$ cat config.mk
export PLATFORM = sky130hd
export DESIGN_NAME = thd_meas_seq
export DESIGN_NICKNAME = d
export VERILOG_FILES = /design/src/rtl/thd_seq_pkg.sv /design/src/rtl/sync_2ff.sv /design/src/rtl/thd_meas_seq.sv
export SDC_FILE = /design/constraint.sdc
export NUM_CORES = 1
export LEC_CHECK = 0
export ABC_AREA = 1
export CORE_AREA = 4 4 107 109
export DETAILED_ROUTE_END_ITERATION = 10
export DIE_AREA = 0 0 111 113
export PLACE_DENSITY = 0.62
export REMOVE_ABC_BUFFERS = 1
export SETUP_SLACK_MARGIN = 0.02
export SYNTH_ARGS = -nofsm -noshare
export SYNTH_HDL_FRONTEND = slang
export SYNTH_SLANG_ARGS = --single-unit
$ cat constraint.sdc
create_clock -name clk -period 2.1 [get_ports clk]
set_clock_uncertainty 0.1 [all_clocks]
set_input_delay 0.315 -clock clk [delete_from_list [all_inputs] [get_ports clk]]
set_output_delay 0.315 -clock clk [all_outputs]
set_load 0.1 [all_outputs]
$ cat src/rtl/thd_seq_pkg.sv
// Shared definitions for the THD measurement sequencer: state encodings and
// default timing parameters.
`timescale 1ns/1ps
package thd_seq_pkg;

  localparam int DW_DEF          = 16;
  localparam int FFT_RST_CYC_DEF = 256;
  localparam int TMO_W_DEF       = 24;
  localparam int HOLD_CYC_DEF    = 1024;

  typedef enum logic [2:0] {
    ST_IDLE    = 3'd0,
    ST_CAPTURE = 3'd1,
    ST_FFT_RST = 3'd2,
    ST_FFT_RUN = 3'd3,
    ST_CALC    = 3'd4,
    ST_DONE    = 3'd5,
    ST_FAULT   = 3'd6
  } state_e;

  // States in which a measurement is in flight.
  function automatic logic is_busy(state_e s);
    return (s == ST_CAPTURE) || (s == ST_FFT_RST) || (s == ST_FFT_RUN) || (s == ST_CALC);
  endfunction

  // States supervised by the timeout counter.
  function automatic logic is_timed(state_e s);
    return (s == ST_CAPTURE) || (s == ST_FFT_RUN) || (s == ST_CALC);
  endfunction

endpackage

$ cat src/rtl/sync_2ff.sv
// Single-bit two-flop synchronizer for levels arriving from another clock domain.
`timescale 1ns/1ps
module sync_2ff (
  input  logic clk,
  input  logic rst_n,
  input  logic d,
  output logic q
);

  logic meta_reg;
  logic sync_reg;

  always_ff @(posedge clk or negedge rst_n) begin
    if (!rst_n) begin
      meta_reg <= 1'b0;
      sync_reg <= 1'b0;
    end else begin
      meta_reg <= d;
      sync_reg <= meta_reg;
    end
  end

  assign q = sync_reg;

endmodule

$ cat src/rtl/thd_meas_seq.sv
// THD measurement sequencer: capture -> FFT reset/run -> spectrum write -> THD
// calculation, with per-stage timeouts, result latch and continuous re-arm.
`timescale 1ns/1ps
module thd_meas_seq
  import thd_seq_pkg::*;
#(
  parameter int FFT_RST_CYC = FFT_RST_CYC_DEF,
  parameter int TMO_W       = TMO_W_DEF,
  parameter int HOLD_CYC    = HOLD_CYC_DEF,
  parameter int DW          = DW_DEF
) (
  input  logic          clk,
  input  logic          rst_n,
  input  logic          start,
  input  logic          cont,
  input  logic          cap_done_a,
  input  logic          spec_done_a,
  input  logic          calc_done,
  input  logic [DW-1:0] thd_in,
  output logic          cap_rst_n,
  output logic          fft_aresetn,
  output logic          calc_start,
  output logic          busy,
  output logic [DW-1:0] thd_out,
  output logic          meas_valid,
  output logic          err,
  output logic [2:0]    state
);

  // Phase counter serves both the FFT reset window and the DONE dwell.
  localparam int PH_MAX = (FFT_RST_CYC > HOLD_CYC) ? FFT_RST_CYC : HOLD_CYC;
  localparam int PH_W   = $clog2(PH_MAX + 1);
  localparam logic [PH_W-1:0]  RST_LAST  = PH_W'(FFT_RST_CYC - 1);
  localparam logic [PH_W-1:0]  HOLD_LAST = PH_W'(HOLD_CYC - 1);
  localparam logic [PH_W-1:0]  PH_SAT    = '1;
  localparam logic [TMO_W-1:0] TMO_SAT   = '1;
  // Leaving on the edge where the counter would step to all-ones gives
  // exactly 2^TMO_W - 1 cycles in the supervised state.
  localparam logic [TMO_W-1:0] TMO_LAST  = {{(TMO_W-1){1'b1}}, 1'b0};

  logic [2:0] async_in;
  logic [2:0] sync_out;
  logic       start_s;
  logic       cap_done_s;
  logic       spec_done_s;

  assign async_in = {spec_done_a, cap_done_a, start};

  genvar gi;
  generate
    for (gi = 0; gi < 3; gi++) begin : g_sync
      sync_2ff u_sync (
        .clk   (clk),
        .rst_n (rst_n),
        .d     (async_in[gi]),
        .q     (sync_out[gi])
      );
    end
  endgenerate

  assign start_s     = sync_out[0];
  assign cap_done_s  = sync_out[1];
  assign spec_done_s = sync_out[2];

  state_e          state_reg, state_next;
  logic            start_d_reg;
  logic            start_edge_reg;
  logic [PH_W-1:0] ph_reg, ph_next;
  logic [TMO_W-1:0] tmo_reg, tmo_next;
  logic            tmo_hit;

  logic            cap_rst_n_reg, cap_rst_n_next;
  logic            fft_aresetn_reg, fft_aresetn_next;
  logic            calc_start_reg, calc_start_next;
  logic            busy_reg, busy_next;
  logic [DW-1:0]   thd_reg, thd_next;
  logic            meas_valid_reg, meas_valid_next;
  logic            err_reg, err_next;

  assign tmo_hit = (tmo_reg == TMO_LAST);

  always_comb begin
    state_next = state_reg;
    case (state_reg)
      ST_IDLE: begin
        if (start_edge_reg) state_next = ST_CAPTURE;
      end
      ST_CAPTURE: begin
        if (cap_done_s)   state_next = ST_FFT_RST;
        else if (tmo_hit) state_next = ST_FAULT;
      end
      ST_FFT_RST: begin
        if (ph_reg == RST_LAST) state_next = ST_FFT_RUN;
      end
      ST_FFT_RUN: begin
        if (spec_done_s)  state_next = ST_CALC;
        else if (tmo_hit) state_next = ST_FAULT;
      end
      ST_CALC: begin
        if (calc_done)    state_next = ST_DONE;
        else if (tmo_hit) state_next = ST_FAULT;
      end
      ST_DONE: begin
        // Re-arming waits for both writers to drop their done levels so a
        // stale done cannot short-circuit the next measurement.
        if (ph_reg >= HOLD_LAST) begin
          if (!cont)                            state_next = ST_IDLE;
          else if (!cap_done_s && !spec_done_s) state_next = ST_CAPTURE;
        end
      end
      ST_FAULT: begin
        if (start_edge_reg) state_next = ST_IDLE;
      end
      default: state_next = ST_IDLE;
    endcase
  end

  always_comb begin
    ph_next  = ph_reg;
    tmo_next = tmo_reg;
    if (state_next != state_reg) begin
      ph_next  = '0;
      tmo_next = '0;
    end else begin
      if (ph_reg != PH_SAT) ph_next = ph_reg + 1'b1;
      if (is_timed(state_reg) && (tmo_reg != TMO_SAT)) tmo_next = tmo_reg + 1'b1;
    end
  end

  // Outputs are decoded from the next state so they change on the same edge
  // as the state register.
  always_comb begin
    cap_rst_n_next   = is_busy(state_next);
    busy_next        = is_busy(state_next);
    fft_aresetn_next = (state_next == ST_CAPTURE) || (state_next == ST_FFT_RUN) ||
                       (state_next == ST_CALC);
    calc_start_next  = (state_reg == ST_FFT_RUN) && (state_next == ST_CALC);
    meas_valid_next  = (state_reg == ST_CALC) && (state_next == ST_DONE);
    thd_next         = meas_valid_next ? thd_in : thd_reg;
    err_next         = (state_next == ST_FAULT);
  end

  always_ff @(posedge clk or negedge rst_n) begin
    if (!rst_n) begin
      state_reg       <= ST_IDLE;
      start_d_reg     <= 1'b0;
      start_edge_reg  <= 1'b0;
      ph_reg          <= '0;
      tmo_reg         <= '0;
      cap_rst_n_reg   <= 1'b0;
      fft_aresetn_reg <= 1'b0;
      calc_start_reg  <= 1'b0;
      busy_reg        <= 1'b0;
      thd_reg         <= '0;
      meas_valid_reg  <= 1'b0;
      err_reg         <= 1'b0;
    end else begin
      state_reg       <= state_next;
      start_d_reg     <= start_s;
      start_edge_reg  <= start_s & ~start_d_reg;
      ph_reg          <= ph_next;
      tmo_reg         <= tmo_next;
      cap_rst_n_reg   <= cap_rst_n_next;
      fft_aresetn_reg <= fft_aresetn_next;
      calc_start_reg  <= calc_start_next;
      busy_reg        <= busy_next;
      thd_reg         <= thd_next;
      meas_valid_reg  <= meas_valid_next;
      err_reg         <= err_next;
    end
  end

  assign cap_rst_n   = cap_rst_n_reg;
  assign fft_aresetn = fft_aresetn_reg;
  assign calc_start  = calc_start_reg;
  assign busy        = busy_reg;
  assign thd_out     = thd_reg;
  assign meas_valid  = meas_valid_reg;
  assign err         = err_reg;
  assign state       = state_reg;

endmodule

==> summary.md <==
| Metric | Value |
|---|---|
| I/O pin count | 48 |
| Layout overhead on the synthesized area | 32.1% |
| Most used DFF post-synth | dfrtp_1 |
| Share of layout cells above drive strength 1 | between 30% and 40% |
| Status | finished clean |
| Post-route minimum period | ~2.1 ns |
| Critical Path AT | 2.23 ns |
| CTS tree | built |
| Clk slew on worst S/H paths | about 0.09 ns |
| Max reg flops | 24 |
| H-tree Lvls | 3 |
| EDFF count, synth | 0 |
| Post-Syn Area per Cell | around 8.6 µm² |
| DR vias | between 2000 and 3000 |
| Synth top area share | about 47% |
| Die area | about 13000 µm² |
| WS Path Type | flop to flop |
| Vias in the first global route | just under 3000 |
| Global Route Usage Sum | between 10% and 20% |
| Cell Area, Synth | ~3600 µm² |
| GR Layer Usage met3 | about 2.3% |
| Die width | about 110 µm |
| Post-DP HPWL | slightly below 6 mm |
| Clk root buf | clkbuf_8 |
| Yosys top cell by area | dfrtp_1 |
| DRC violations left | 0 |
| GPL Wtd Cong | 0.912 |
| Fin. max-slew vios | 0 |
| CTS sink cnt | 67 |
| Rows | 38 |
| Setup TNS | 0 ns |
| Port Buf Inserts | 47 |
| Busiest layer in global routing | met2 |
| Total Routed Length | 8.11 mm |
| Hold Slack | 0.256 ns |
| Clk buf depth | 2 |
| Largest net degree at the start of global routing | 57 |
| Crit-path max FO | 3 |
| Maximum clock frequency | 480 MHz |
| Routed Antenna Nets | 0 |
| Worst vdd ir | 1340 µV |
| Vias per cell | between 4 and 5 |
| Global-route wire length before repair | 13.4 mm |
| Post-synthesis sequential area ratio | about 47% |
| TritonCTS buffer count | 9 |
| WL/cell | ~13 µm |
| Initial antenna violation count | 0 |
| Number of setup violations in the final report | 0 |
| Worst setup SP type | flop |
| Core footprint | ~11000 µm² |
| Final net count | 520 |
| Iteration-0 DRC Markers | 143 |
| Final hold violations | 0 |
| Synth Warn # | 0 |
| Clk_lat worst skew | 0.36 ns |
| Unrepaired setup endpoints after global routing | yes |
| Initial core utilization | about a third |
| Total of max-cap violations | 0 |
| Met2 usage | a little over a fifth |
| Drt pass-1 iters | 4 |
| Design area | about 4700 µm² |
| Top cells by area, synth | dfrtp_1 (47%), nand2_1 (13%), nor2_4 (5.7%), inv_1 (4.2%), nor2_1 (3.8%) |
| Gr ovfl total | 0 |
| Hold/Removal Path Class | flop to flop |
| Unique masters post-synth | 39 |
| Ratio of final minimum period to clock period | approximately 100% |
| Slew margin rel. | 74.8% |
| Worst Path Required | 2.24 ns |
| Worst slew pin tran | roughly 0.37 ns |
| Placed Instance Area | 4260 µm² |
| P_leak | roughly 2.1 nW |
| Die Y | 113 µm |
| Pwr Density | ~1400 nW/µm² |
| Setup crit end kind | flop |
| N_diodes | 0 |
| Grt met1 use | between 10% and 20% |
| #FFs+latches synth | 67 |
| Post-synthesis instance total | approximately 420 |
| Asr flop ratio synth | 100% |
## synthesized netlist by cell type, types with 3 or more instances
library cell / number
nor2_2: 21
nand4_1: 11
xnor2_1: 6
nand2_1: 120
nand3_2: 7
ha_1: 3
o21ai_0: 10
nand3_1: 20
nor3_1: 8
nand2_2: 8
xor2_1: 10
nor2_1: 36
nor2_4: 18
inv_2: 3
inv_1: 40
dfrtp_1: 67
## worst max-delay path, stage by stage, from the launching register on
cell     delay [ns]
dfrtp_1        0.40
buf_6          0.12
ha_2           0.18
inv_2          0.03
nor2_1         0.13
buf_4          0.15
nand3_1        0.18
nor2_2         0.18
nand2_2        0.10
nor2_1         0.15
xnor2_1        0.18
nor2_4         0.06
## cell type report
class / instances / area, µm²
fill: 1020 / 5880
multi-input combinational: 297 / 1780
sequential: 67 / 1680
timing repair buffer: 76 / 728
tap: 140 / 175
inverter: 43 / 161
clock buffer: 9 / 124
clock inverter: 7 / 73.8
## cell usage in the layout (no fill, tap or decap), types with 3 or more instances in the layout
cell,instances
nor2_2,24
buf_4,44
xnor2_1,5
clkdlybuf4s50_1,21
clkbuf_8,9
o21ai_0,10
xor2_1,8
inv_2,7
nor3_1,6
nor2_4,24
nor3_2,3
nand2_2,13
dfrtp_1,65
inv_1,36
nand4_1,11
nand3_2,6
inv_8,5
buf_12,5
nand3_1,20
nor2_1,27
nand2_1,115
## per-stage QoR
stage / std cells / total power [mW] / util (%) / setup WS [ns]
4_1_cts: 630 / 6.47 / 42.2 / 0.0119
3_3_place_gp: 613 / 5.32 / 40.2 / 0.0539
6_report: 639 / 6.77 / 44.5 / 0.0182
5_1_grt: 639 / 7.09 / 44.5 / -0.0962
3_5_place_dp: 613 / 5.35 / 40.2 / -0.00688
2_1_floorplan: 407 / 4.24 / - / -0.593
## per-layer routing
layer | vias to the layer above | part of all wire (%) | wire, µm
met1 | 1428 | 45 | 3670
met4 | 0 | 2.0 | 166
li1 | 1455 | - | -
met5 | - | 0 | 0
met2 | 56 | 49 | 3990
met3 | 13 | 3.5 | 280
## kinds of logic after synthesis
group,after synthesis,synth area share [%]
AOI/OAI and AO/OA,21,4.17
xor gates and xnor gates,16,3.92
adders and majority gates,3,1.05
buffers and inverters,51,7.18
DFF,67,46.9
muxes,1,0.315
and+or+nand+nor,256,36.5
## final timing paths
check | slack [ns] | cells after the start | start | endpoint
max reg2reg | 0.02 | 11 | tmo_reg[0]$_DFFE_PN0P_ | tmo_reg[16]$_DFFE_PN0P_
min in group asynchronous | 0.28 | 2 | rst_n | tmo_reg[23]$_DFFE_PN0P_
max in group asynchronous | 1.03 | 3 | rst_n | state[1]$_DFF_PN0_
min reg2reg | 0.26 | 0 | g_sync[2].u_sync.meta_reg$_DFF_PN0_ | g_sync[2].u_sync.q$_DFF_PN0_
min | 0.26 | 0 | g_sync[2].u_sync.meta_reg$_DFF_PN0_ | g_sync[2].u_sync.q$_DFF_PN0_
max | 0.02 | 11 | tmo_reg[0]$_DFFE_PN0P_ | tmo_reg[16]$_DFFE_PN0P_
## where the power goes
| group | internal, mW | switching [mW] | total (mW) | leakage, nW |
|---|---|---|---|---|
| Clock | 0.478 | 0.620 | 1.10 | 0.104 |
| Combinational | 1.18 | 2.82 | 4.00 | 1.12 |
| Sequential | 1.52 | 0.154 | 1.67 | 0.885 |
| Total | 3.18 | 3.59 | 6.77 | 2.11 |
## timing repair
action                     in CTS  in global routing
gates cloned                    0                  2
hold buffers                    1                  0
hold endpoints to repair       11                  0
setup endpoints to repair      18                 34
resized for setup               0                 41
pin swaps                       1                 21
buffers inserted                0                  7
Power figures use the tool's default switching activity.
